==> src/rtl/delta_pkg.sv <==
// Shared definitions for the delta stream parser and its delta memory.
// Holds default widths, the ASCII characters the parser recognises and the parser state encoding.
// No logic beyond a small digit-classification helper.
package delta_pkg;

    localparam int DATA_W_DEF      = 64;
    localparam int ADDR_W_DEF      = 16;
    localparam int MAX_ENTRIES_DEF = 1024;

    localparam logic [7:0] CH_PLUS  = 8'h2B;
    localparam logic [7:0] CH_MINUS = 8'h2D;
    localparam logic [7:0] CH_NL    = 8'h0A;
    localparam logic [7:0] CH_CR    = 8'h0D;
    localparam logic [7:0] CH_0     = 8'h30;
    localparam logic [7:0] CH_9     = 8'h39;

    typedef enum logic [2:0] {
        IDLE,
        DIGITS,
        EMIT,
        DONE,
        ERR
    } parser_state_t;

    function automatic logic is_digit(input logic [7:0] c);
        return (c >= CH_0) && (c <= CH_9);
    endfunction

endpackage

==> src/rtl/delta_stream_parser.sv <==
// Parses an ASCII "+N\n-M\n..." byte stream into signed deltas and writes them to the delta memory.
// Latency: terminating byte accepted at edge N, wr_en high in cycle N+1, count updated at N+2.
// Backpressure: in_ready low during the one-cycle EMIT bubble and in terminal DONE/ERR states.
//
// Ports: clk, rst (sync, active-high); in_valid/in_ready/in_byte/in_last byte stream;
//        wr_en/wr_addr/wr_data memory write port; count, done (sticky), error (sticky).
// Optional: define PARSER_SUM_EN to add output 'sum', the running total of written deltas.
module delta_stream_parser
    import delta_pkg::*;
#(
    parameter int DATA_W      = DATA_W_DEF,
    parameter int ADDR_W      = ADDR_W_DEF,
    parameter int MAX_ENTRIES = MAX_ENTRIES_DEF
) (
    input  logic              clk,
    input  logic              rst,
    input  logic              in_valid,
    output logic              in_ready,
    input  logic [7:0]        in_byte,
    input  logic              in_last,
    output logic              wr_en,
    output logic [ADDR_W-1:0] wr_addr,
    output logic [DATA_W-1:0] wr_data,
    output logic [ADDR_W-1:0] count,
    output logic              done,
    output logic              error
`ifdef PARSER_SUM_EN
    ,
    output logic signed [DATA_W-1:0] sum
`endif
);

    localparam logic [ADDR_W:0] MAX_CNT = (ADDR_W+1)'(MAX_ENTRIES);

    parser_state_t     state_q, state_nx;
    logic              sign_q, sign_nx;
    logic [DATA_W-1:0] mag_q, mag_nx;
    logic              seen_q, seen_nx;
    logic              last_q, last_nx;
    logic [ADDR_W-1:0] count_q, count_nx;

    logic              ready_int;
    logic              accept;
    logic [7:0]        digit_ch;
    logic [DATA_W-1:0] digit_val;
    logic              wr_en_c;
    logic [ADDR_W-1:0] wr_addr_c;
    logic [DATA_W-1:0] wr_data_c;

    assign ready_int = (state_q == IDLE) || (state_q == DIGITS);
    assign accept    = in_valid && ready_int;
    assign digit_ch  = in_byte - CH_0;
    assign digit_val = {{(DATA_W-8){1'b0}}, digit_ch};

    always_ff @(posedge clk) begin
        if (rst) begin
            state_q <= IDLE;
            sign_q  <= 1'b0;
            mag_q   <= '0;
            seen_q  <= 1'b0;
            last_q  <= 1'b0;
            count_q <= '0;
        end else begin
            state_q <= state_nx;
            sign_q  <= sign_nx;
            mag_q   <= mag_nx;
            seen_q  <= seen_nx;
            last_q  <= last_nx;
            count_q <= count_nx;
        end
    end

    always_comb begin
        state_nx  = state_q;
        sign_nx   = sign_q;
        mag_nx    = mag_q;
        seen_nx   = seen_q;
        last_nx   = last_q;
        count_nx  = count_q;
        wr_en_c   = 1'b0;
        wr_addr_c = '0;
        wr_data_c = '0;

        case (state_q)
            IDLE: begin
                if (accept) begin
                    if (in_byte == CH_PLUS || in_byte == CH_MINUS) begin
                        // A sign on the final byte can never be completed.
                        if (in_last) begin
                            state_nx = ERR;
                        end else begin
                            sign_nx  = (in_byte == CH_MINUS);
                            mag_nx   = '0;
                            seen_nx  = 1'b0;
                            state_nx = DIGITS;
                        end
                    end else if (in_byte == CH_NL || in_byte == CH_CR) begin
                        if (in_last) state_nx = DONE;
                    end else begin
                        state_nx = ERR;
                    end
                end
            end

            DIGITS: begin
                if (accept) begin
                    if (is_digit(in_byte)) begin
                        // mag*10 as shifts; wraps modulo 2^DATA_W.
                        mag_nx  = (mag_q << 3) + (mag_q << 1) + digit_val;
                        seen_nx = 1'b1;
                        if (in_last) begin
                            last_nx  = 1'b1;
                            state_nx = EMIT;
                        end
                    end else if (in_byte == CH_CR && !in_last) begin
                        state_nx = DIGITS;
                    end else if ((in_byte == CH_NL || in_byte == CH_CR) && seen_q) begin
                        // A final '\r' closes the number just like '\n'.
                        last_nx  = in_last;
                        state_nx = EMIT;
                    end else begin
                        state_nx = ERR;
                    end
                end
            end

            EMIT: begin
                if ({1'b0, count_q} < MAX_CNT) begin
                    wr_en_c   = 1'b1;
                    wr_addr_c = count_q;
                    wr_data_c = sign_q ? -mag_q : mag_q;
                    count_nx  = count_q + ADDR_W'(1);
                    state_nx  = last_q ? DONE : IDLE;
                end else begin
                    state_nx = ERR;
                end
            end

            default: begin
                state_nx = state_q;
            end
        endcase
    end

    // Outputs are forced low while rst is asserted.
    assign in_ready = !rst && ready_int;
    assign wr_en    = !rst && wr_en_c;
    assign wr_addr  = rst ? '0 : wr_addr_c;
    assign wr_data  = rst ? '0 : wr_data_c;
    assign count    = rst ? '0 : count_q;
    assign done     = !rst && (state_q == DONE);
    assign error    = !rst && (state_q == ERR);

`ifdef PARSER_SUM_EN
    logic signed [DATA_W-1:0] sum_q;

    always_ff @(posedge clk) begin
        if (rst) begin
            sum_q <= '0;
        end else if (wr_en_c) begin
            sum_q <= sum_q + $signed(wr_data_c);
        end
    end

    assign sum = rst ? '0 : sum_q;
`endif

endmodule

==> config.mk <==
export PLATFORM = sky130hd
export DESIGN_NAME = delta_stream_parser
export DESIGN_NICKNAME = d
export VERILOG_FILES = /design/src/rtl/delta_pkg.sv /design/src/rtl/delta_stream_parser.sv
export SDC_FILE = /design/constraint.sdc
export NUM_CORES = 1
export LEC_CHECK = 0
export ABC_CLOCK_PERIOD_IN_PS = 8950
export BUFFER_PORTS_ARGS = -buffer_cell sky130_fd_sc_hd__buf_2
export CORE_ASPECT_RATIO = 0.9
export CORE_MARGIN = 5
export CORE_UTILIZATION = 60
export DETAILED_ROUTE_END_ITERATION = 8
export PLACE_DENSITY = 0.82
export RECOVER_POWER = 50
export SYNTH_ARGS = -nofsm -noshare
export SYNTH_HDL_FRONTEND = slang
export SYNTH_SLANG_ARGS = --single-unit
==> constraint.sdc <==
create_clock -name clk -period 8.95 [get_ports clk]
set_input_delay 0.4475 -clock clk [delete_from_list [all_inputs] [get_ports clk]]
set_output_delay 0.4475 -clock clk [all_outputs]
set_load 0.03 [all_outputs]
==> results of run 1 <==
-- cells in the mapped netlist (5+ instances only) --
master      n
nor2_1    139
ha_1      123
nand2_1    89
xor2_1     87
dfxtp_1    86
a21oi_1    82
a21o_1     60
clkbuf_1   59
o21ai_0    58
xnor2_1    39
a22o_1     31
nand4_1    30
nor2b_1    27
a22oi_1    25
nand3_1    24
inv_1      23
o31ai_1    22
and2_1     20
nor3_1     18
o21bai_1   16
nor4_1     13
and3_1     12
nand2b_1   11
o41ai_1    10
or3_1      10
a211oi_1    9
a31oi_1     8
or4_1       8
buf_2       7
buf_4       6
fa_1        6
o21a_1      6
a211o_1     5
a221oi_1    5
-- worst register-to-register path, delay by kind of cell, from the launching register on --
kind	cells	cell delay, ns
buf+inv	1	0.08
compound gates	7	2.26
flops	1	0.42
xor+xnor	1	0.16
fa+ha+maj	2	1.00
simple gates	2	0.36
-- state kept, by name, summed over array words and instances (netlist names) --
register  cells
seen_q        1
sign_q        1
last_q        1
count_q      16
state_q       3
mag_q        64
-- worst min path at each step --
stage	cells past startpoint	start	end	slack, ns
after global placement	1	count_q[13]	count_q[13]	0.46
after detailed placement	1	count_q[14]	count_q[14]	0.47
final	3	in_last	last_q	0.40
after global routing	3	in_byte[0]	mag_q[0]	0.41
after floorplan	1	count_q[14]	count_q[14]	0.44
after CTS	3	in_last	last_q	0.39
-- through the flow --
step | hold slack (ns) | area (um2)
2_1_floorplan | 0.444 | 9680
3_3_place_gp | 0.464 | 10200
4_1_cts | 0.392 | 10500
6_report | 0.398 | 10400
5_1_grt | 0.405 | 10400
3_5_place_dp | 0.469 | 10200
-- kinds of logic after synthesis --
| family | Yosys count | share of synthesized area (%) |
|---|---|---|
| flops | 86 | 17.8 |
| simple gates | 427 | 22.5 |
| xor+xnor | 126 | 11.4 |
| mux | 2 | 0.207 |
| other cells | 1 | 0.0388 |
| fa+ha+maj | 129 | 17.2 |
| buf+inv | 103 | 4.44 |
| compound gates | 368 | 26.4 |
-- power by group through the flow --
stage | logic (mW) | clock network [mW] | registers (mW)
2_1_floorplan | 0.0277 | 0 | 0.392
3_3_place_gp | 0.0357 | 0 | 0.393
3_5_place_dp | 0.0362 | 0 | 0.393
4_1_cts | 0.0363 | 0.385 | 0.384
5_1_grt | 0.0403 | 0.401 | 0.384
6_report | 0.0366 | 0.385 | 0.384
-- area by class of cell --
class | count | area (um2)
clock buffer | 10 | 239
clock inverter | 6 | 51.3
fill | 1432 | 5560
inverter | 23 | 86.3
multi-input combinational | 1058 | 7530
sequential | 86 | 1720
tap | 207 | 259
timing repair buffer | 113 | 512
-- per-layer routing --
metal,global-route usage [%],vias up
met5,0,-
met4,6.70,0
met3,5.09,50
met2,45.7,356
met1,37.9,4505
li1,-,4645
==> run metrics, run 1 <==
routed vias 9556; worst hold-check path type in -> reg; Yosys top cell area share 17.8%; LEAKAGE roughly 5.2 nW; crit path cell chain buf_2 > clkbuf_1 > nand2b_1 > clkbuf_1 > nor2_1 > buf_2; post-layout min period roughly 6 ns; Worst R2R End mag_q[56]; total of max-cap violations 2; Clock Latency Late Sink 0.36 ns; Cell Pwr Density 77.4 nW/um2; Post-synth ARST share 0%; WL met3 around 2000 um; CTS buffer count 9; Setup crit end kind output pin; Gate Count Post-Synth around 1200; total clock sinks 86; initial core utilization between 60% and 70%; Sw Pwr about 0.21 mW; drt drc 0; cts-stage hold buffer count 0; clock power share roughly 48%; grt ovf 0; worst-margin pin slew ~3.3 ns; post-synthesis area per instance around 8 um2; Pins Over Slew Limit between 100 and 150; R2R Path Start mag_q[2]; die area 18700 um2; crit path to wr_data[29]; Post-synth EDFFs 0; Die Y-Extent 130 um; Setup Buffers After CTS 0; endpoints failing hold 0; vias in the first global route ~8600; Util after Layout between 60% and 70%; Sw Ratio around a quarter; final setup fails 0; Crit. Startpoint rst; status finished with violations; Main synth FF type dfxtp_1; floorplan row count 44; CTS tree built; Worst path depth 6; skew final between 0.01 and 0.015 ns; Setup TNS Final 0 ns; required time of the critical path around 8.5 ns; Total Wirelength ~27000 um; Mapped Area between 9000 and 10000 um2; initial antenna violation count 0; DP Cell Count approximately 1500; commonest non-fill, non-tap cell in the layout nor2_1; Max stage delay on crit path roughly 2.3 ns; met2 wire length between 10000 and 15000 um; Via-to-Cell Ratio ~6.4; all-layer global routing usage between 20% and 30%; violated checks capacitance limit, slew limit; synth unique cells 76; Crit Path Category in -> out; Tot Pwr between 0.8 and 0.9 mW; cell taking the most area after synthesis dfxtp_1; Reg clk slew, reported paths about 0.060 ns; Seq/Total Area, Yosys 17.8%; Gate power share 4.5%; TritonRoute pass-1 iters 6; Top-Level Pins 112; Sequential Power Share a little under half; R2R Setup Slk around 4.6 ns; Tcrit/Tclk final between 60% and 70%; Iter 0 DRT Violations around 640; uppermost layer routed met4; CTS Buffer Depth 2; # nets final 1432; Reg2Reg Depth 13; chip width approximately 140 um; GPL Wtd Cong 0.962; Peak VDD IR a little under 0.09 mV; setup slack after placement around 4.3 ns; Arrival @ worst endpoint 5.66 ns; Bufs and invs on worst path 4; # resized after CTS 0; max_slew headroom -120%; H-tree depth 3; largest net degree at the start of global routing between 70 and 80; dominant cells by area after synthesis dfxtp_1, ha_1, xor2_1, nor2_1, a21o_1; share of layout cells above drive strength 1 7.95%; CP top delay family buffers and inverters; CP Max Fanout 73; flops & latches, synth 86; RSZ-0062 raised after global routing false; Layout area overhead 7.72%; Clock Tree Root clkbuf_16; CP startpoint kind input port; Ys Warns 0; Routed wire per std cell about 18 um; core box area approximately 16000 um2; Int Pwr around 0.59 mW; Final ANT Viol Nets 0; smallest setup slack after layout 2.84 ns; met1 WL between 10000 and 15000 um; IO Port Bufs roughly 110; first-pass GRT wire length approximately 43000 um; crit path max-delay cell type clkbuf_1; Final HPWL DP approximately 21000 um; fmax about 0.16 GHz; most frequent cells in the layout nor2_1, ha_1, nand2_1; Final Non-Filler Cells between 1500 and 2000; antenna cells 0
Power figures use the tool's default switching activity.
==> inputs of run 2 (changes only) <==
- ABC_AREA: default -> 1
- ABC_CLOCK_PERIOD_IN_PS: 8950 -> 5200
- CORE_UTILIZATION: 60 -> 56
- PLACE_DENSITY: 0.82 -> 0.79
- clock period: 8.95 -> 5.2 ns (I/O delays scaled with it)
==> run metrics, run 2 <==
# resized after CTS 0 (unchanged); Gate Count Post-Synth 2208 (was 1242); Yosys top cell area share 23.3% (was 17.8%); required time of the critical path 4.94 ns (was 8.50 ns); CTS buffer count 9 (unchanged); Clock Tree Root clkbuf_16 (unchanged); flops & latches, synth 86 (unchanged); Die Y-Extent 149 um (was 130 um); die area 24400 um2 (was 18700 um2); Largest register FFs 64 (unchanged); Via-to-Cell Ratio 5.42 (was 6.36); cell taking the most area after synthesis nand2_1 (was dfxtp_1); total of max-cap violations 3 (was 2); post-synthesis area per instance 5.43 um2 (was 7.78 um2); routed vias 14000 (was 9556); # nets final 2431 (was 1432); cts-stage hold buffer count 0 (unchanged); initial core utilization 57.2% (was 60.5%); max_slew headroom -150% (was -120%); all-layer global routing usage 33.0% (was 27.8%); Post-synth top cells nand2_1, inv_1, nor2_1 (was nor2_1, ha_1, nand2_1); Top-Level Pins 112 (unchanged); Cell Pwr Density 141 nW/um2 (was 77.4 nW/um2); Fill cells 2248 (was 1432); CTS Buffer Depth 2 (unchanged); Final ANT Viol Nets 0 (unchanged); violated checks capacitance limit, slew limit (unchanged); H-tree depth 3 (unchanged); Peak VDD IR 0.175 mV (was 0.0876 mV); Ys Warns 0 (unchanged); Setup Buffers After CTS 0 (unchanged); Setup TNS Final 0 ns (unchanged); dominant cells by area after synthesis nand2_1, dfxtp_1, ha_1, inv_1, nor2_1 (was dfxtp_1, ha_1, xor2_1, nor2_1, a21o_1); core box area 21000 um2 (was 16000 um2); Arrival @ worst endpoint 3.60 ns (was 5.66 ns); Seq/Total Area, Yosys 14.4% (was 17.8%); synth unique cells 47 (was 76); most frequent cells in the layout nand2_1, inv_1, nor2_1 (was nor2_1, ha_1, nand2_1); Mapped Area 12000 um2 (was 9660 um2); R2R Setup Slk 2.02 ns (was 4.58 ns); worst hold-check path type in -> reg (unchanged); RSZ-0062 raised after global routing false (unchanged); Biggest register mag_q (unchanged); Tcrit/Tclk final between 70 and 80%; Setup crit end kind output pin (unchanged); Crit. Startpoint rst (unchanged); status finished with violations (unchanged); most common cell in the synthesized netlist nand2_1 (was nor2_1); share of layout cells above drive strength 1 5.01% (was 7.95%); crit path cell chain buf_4 > clkbuf_1 > nor4_1 > buf_2 (was buf_2 > clkbuf_1 > nand2b_1 > clkbuf_1 > nor2_1 > buf_2); total clock sinks 86 (unchanged); crit path to error (was wr_data[29]); vias in the first global route 12500 (was 8593); commonest non-fill, non-tap cell in the layout nand2_1 (was nor2_1); Worst R2R End mag_q[60] (was mag_q[56]); TritonRoute pass-1 iters 6 (unchanged); R2R Path Start mag_q[2] (unchanged); Post-synth EDFFs 0 (unchanged); Post-synth ARST share 0% (unchanged); chip width 164 um (was 144 um); IO Port Bufs 105 (unchanged); post-route cell area 12900 um2 (was 10400 um2); area of the multi-input gates 8540 um2 (was 7530 um2); endpoints failing hold 0 (unchanged); Pins Over Slew Limit 123 (was 125); drt drc 0 (unchanged); CTS tree built (unchanged); skew final 0.00689 ns (was 0.0108 ns); Final HPWL DP 33000 um (was 20500 um); first-pass GRT wire length 64400 um (was 42800 um); worst-margin pin slew 3.75 ns (was 3.30 ns); Max stage delay on crit path 2.67 ns (was 2.32 ns); Clock Latency Late Sink 0.36 ns (about the same); Main synth FF type dfxtp_1 (unchanged); Layout area overhead 7.38% (was 7.72%); biggest regs mag_q x64, count_q x16, state_q x3 (unchanged); crit path max-delay cell type clkbuf_1 (unchanged); final setup fails 0 (unchanged); LEAKAGE 7.41 nW (was 5.24 nW); Reg clk slew, reported paths 0.07 ns (was 0.06 ns); Reg area 1720 um2 (about the same); CP startpoint kind input port (unchanged); fmax 0.259 GHz; CP Max Fanout 69 (was 73); Routed wire per std cell 15.9 um (was 17.9 um); placed cell area 12700 um2 (was 10200 um2); GPL Wtd Cong 1.05 (was 0.962); Reg2Reg Depth 15 (was 13); initial antenna violation count 0 (unchanged); grt ovf 0 (unchanged); post-layout min period 3.86 ns; Crit Path Category in -> out (unchanged); largest net degree at the start of global routing 70 (was 74); floorplan row count 50 (was 44); antenna cells 0 (unchanged); Total Wirelength 41100 um (was 26900 um); Iter 0 DRT Violations 1407 (was 637)
run 2: changes by cell type after synthesis, sizes merged, moves of 22 or more:
cell | previous run | this run
nor2b | 27 | 0
o31ai | 24 | 2
nor2 | 141 | 260
a21oi | 83 | 175
a22o | 31 | 0
a22oi | 25 | 2
xnor2 | 39 | 3
nand3 | 25 | 148
xor2 | 87 | 25
inv | 23 | 392
nand2 | 89 | 750
clkbuf | 62 | 17
a21o | 60 | 0
run 2: worst max-delay path, delay by kind of cell:
| family | cells | cell delay (ns) |
|---|---|---|
| buf+inv | 3 | 3.27 |
| simple gates | 1 | 0.07 |
run 2: final cells by class:
| cell class | instances | share of cell area, % |
|---|---|---|
| inverters | 392 | 11.4 |
| clock inverters | 7 | 0.486 |
| flip-flops and latches | 86 | 13.4 |
| multi-input cells | 1691 | 66.3 |
| repair buffers | 110 | 3.83 |
| clock buffers | 9 | 1.75 |
| well taps | 286 | 2.78 |
run 2: power by group:
group	switching (mW)	internal (mW)
combinational	0.332	0.0969
clock	0.349	0.337
sequential	0.0210	0.675
run 2: kinds of logic (layout without fill, tap and decap cells):
logic type,after synthesis,count (layout),share of synthesized area (%)
compound gates,265,265,11.7
flops,86,86,14.4
buf+inv,436,518,14.4
fa+ha+maj,129,129,13.8
xor+xnor,28,28,2.05
simple gates,1263,1263,43.6
other cells,1,6,0.0313
run 2: per-stage QoR:
stage / worst slack [ns] / cells / hold WS, ns / power, mW / util [%]
after CTS: 2.17 / 2581 / 0.170 / 1.83 / 61.9
after floorplan: 2.69 / 2213 / 0.403 / 1.05 / -
final: 1.34 / 2581 / 0.183 / 1.81 / 61.4
after global placement: 2.16 / 2565 / 0.442 / 1.14 / 60.5
after detailed placement: 2.12 / 2565 / 0.446 / 1.15 / 60.5
after global routing: 1.08 / 2581 / 0.187 / 1.89 / 61.4
run 2: layer usage:
metal	share of wire, %	routed length [um]	global-route usage (%)	up-vias
met4	2.9	1180	10.4	0
met3	11	4340	5.03	83
met5	0	0	0	-
met1	43	17800	45.4	6161
li1	-	-	-	7081
met2	43	17800	53.1	655
run 2: worst min-delay path by stage:
stage / startpoint / end / depth (start not counted)
floorplan: in_byte[0] / mag_q[0] / 2
global placement: count_q[11] / count_q[11] / 2
detailed placement: count_q[11] / count_q[11] / 2
CTS: in_byte[0] / mag_q[0] / 3
global route: in_byte[0] / mag_q[0] / 3
finish: in_byte[0] / mag_q[0] / 3
==> inputs of run 3 (changes only) <==
- ABC_AREA: 1 -> 0
- ABC_CLOCK_PERIOD_IN_PS: 5200 -> 3600
- CORE_UTILIZATION: 56 -> 60
- PLACE_DENSITY: 0.79 -> 0.82
- clock period: 5.2 -> 3.6 ns (I/O delays scaled with it)
==> run metrics, run 3 (synthesis gave the netlist of run 1 again) <==
Final ANT Viol Nets 0 (unchanged); Routed wire per std cell 18.9 um (was 15.9 um); H-tree depth 3 (unchanged); Clock Tree Root clkbuf_16 (unchanged); status finished with violations (unchanged); Via-to-Cell Ratio 6.33 (was 5.42); initial core utilization 60.5% (was 57.2%); final setup fails 2 (was 0); required time of the critical path 3.42 ns (was 4.94 ns); CP Max Fanout 3 (was 69); worst hold-check path type in -> reg (unchanged); Setup crit end kind output pin (unchanged); Total Wirelength 31600 um (was 41100 um); largest net degree at the start of global routing 73 (was 70); clock power share 50.1% (was 37.9%); share of layout cells above drive strength 1 25.7% (was 5.01%); CTS tree built (unchanged); Pins Over Slew Limit 35 (was 123); chip width 144 um (was 164 um); DP Cell Count 1634 (was 2565); CTS buffer count 9 (unchanged); Tcrit/Tclk final 100%; Cell Pwr Density 175 nW/um2 (was 141 nW/um2); Util after Layout 76.8% (was 61.4%); GPL Wtd Cong 1.02 (was 1.05); endpoints failing hold 0 (unchanged); first-pass GRT wire length 48600 um (was 64400 um); crit-path most repeated cell buf_6; most frequent cells in the layout buf_4, nor2_1, ha_1 (was nand2_1, inv_1, nor2_1); crit path cell chain buf_6 > or4_4 > nor3_4 > buf_6 > nand4_4 > or2_4 > nor2_8 > nand3_4 > or3_4 > o31ai_4 > xor2_1 > nor2_1 > buf_2 (was buf_4 > clkbuf_1 > nor4_1 > buf_2); cts-stage hold buffer count 0 (unchanged); Crit Path Category reg -> out (was in -> out); floorplan row count 44 (was 50); Peak VDD IR 0.258 mV (was 0.175 mV); Largest register FFs 64 (unchanged); Top-Level Pins 112 (unchanged); total clock sinks 86 (unchanged); Arrival @ worst endpoint 3.43 ns (was 3.60 ns); Layout area overhead 27.0% (was 7.38%); Gate power share 5.5% (was 23.7%); skew final 0.00621 ns (was 0.00689 ns); Biggest register mag_q (unchanged); Sw Ratio 25.1% (was 38.8%); LEAKAGE 6.40 nW (was 7.41 nW); violated checks capacitance limit, slew limit, setup timing (was capacitance limit, slew limit); initial antenna violation count 0 (unchanged); CP startpoint kind flip-flop (was input port); fmax roughly 0.28 GHz; Setup TNS Final -0.0105 ns (was 0 ns); IO Port Bufs 105 (unchanged); CTS Buffer Depth 2 (unchanged); Die Y-Extent 130 um (was 149 um); die area 18700 um2 (was 24400 um2); max_slew headroom -25.4% (was -150%); Sequential Power Share 44.3% (was 38.5%); grt ovf 0 (unchanged); Sw Pwr 0.540 mW (was 0.702 mW); antenna cells 0 (unchanged); drt drc 0 (unchanged); crit path max-delay cell type or4_4 (was clkbuf_1); post-layout min period 3.61 ns; RSZ-0062 raised after global routing true (was false); commonest non-fill, non-tap cell in the layout buf_4 (was nand2_1); Iter 0 DRT Violations 1020 (was 1407); Final Non-Filler Cells 1675 (was 2581); Max stage delay on crit path 0.55 ns (was 2.67 ns); Clock Latency Late Sink 0.36 ns (about the same); routed vias 10600 (was 14000); Final HPWL DP 22800 um (was 33000 um); total of max-cap violations 1 (was 3); TritonRoute pass-1 iters 5 (was 6); vias in the first global route 9709 (was 12500); biggest regs mag_q x64, count_q x16, state_q x3 (unchanged); worst-margin pin slew 1.88 ns (was 3.75 ns); Int Pwr 1.61 mW (was 1.11 mW); Tot Pwr 2.15 mW (was 1.81 mW); core box area 16000 um2 (was 21000 um2); all-layer global routing usage 31.7% (was 33.0%); # nets final 1604 (was 2431); Reg clk slew, reported paths 0.07 ns (about the same); smallest setup slack after layout -0.00751 ns (was 1.34 ns)
==> run 3: critical path, delay by kind of cell, from the launching register on <==
| kind | cells | cell delay, ns |
|---|---|---|
| buffers and inverters | 3 | 0.48 |
| XOR/XNOR | 1 | 0.17 |
| AO/OA/AOI/OAI | 1 | 0.18 |
| flip-flops | 1 | 0.35 |
| AND/OR/NAND/NOR | 8 | 1.88 |
==> run 3: worst paths after layout <==
kind	start	end	slack [ns]	cells past startpoint
setup / recovery	mag_q[7]	wr_data[63]	-0.008	13
hold / removal	in_byte[0]	mag_q[0]	0.11	3
setup reg to reg	mag_q[13]	mag_q[58]	0.03	14
hold reg to reg	count_q[12]	count_q[12]	0.47	1
==> run 3: timing repair <==
action	4_1_cts	5_1_grt
resized for setup	37	67
setup buffers	13	12
pin swaps	16	38
endpoints found under the setup margin	28	44
==> run 3: final cells by class <==
type / count / area (um2)
Clock inverter: 7 / 105
Fill cell: 1116 / 3700
Timing Repair Buffer: 285 / 1870
Tap cell: 207 / 259
Multi-Input combinational cell: 1058 / 7970
Inverter: 23 / 86.3
Clock buffer: 9 / 225
Sequential cell: 86 / 1740
==> run 3: layer usage <==
layer	vias to the layer above	wire, um	global-route usage, %
li1	4979	-	-
met1	4964	13000	41.1
met2	555	14900	53.1
met3	101	2380	4.51
met4	0	1300	13.4
met5	-	0	0
==> run 3: power by group through the flow <==
stage | clock network (mW) | registers (mW) | logic (mW)
final | 1.08 | 0.953 | 0.119
after global routing | 1.12 | 0.953 | 0.127
after CTS | 1.08 | 0.954 | 0.105
after detailed placement | 0 | 0.977 | 0.102
after global placement | 0 | 0.976 | 0.100
after floorplan | 0 | 0.976 | 0.0688
==> run 3: through the flow <==
| stage | setup slack [ns] | hold slack (ns) | cell area [um2] |
|---|---|---|---|
| detailed placement | -0.591 | 0.461 | 11300 |
| global route | -0.237 | 0.117 | 12300 |
| floorplan | 0.0599 | 0.332 | 9680 |
| finish | -0.00751 | 0.110 | 12300 |
| global placement | -0.410 | 0.460 | 11300 |
| CTS | -0.0349 | 0.100 | 11900 |
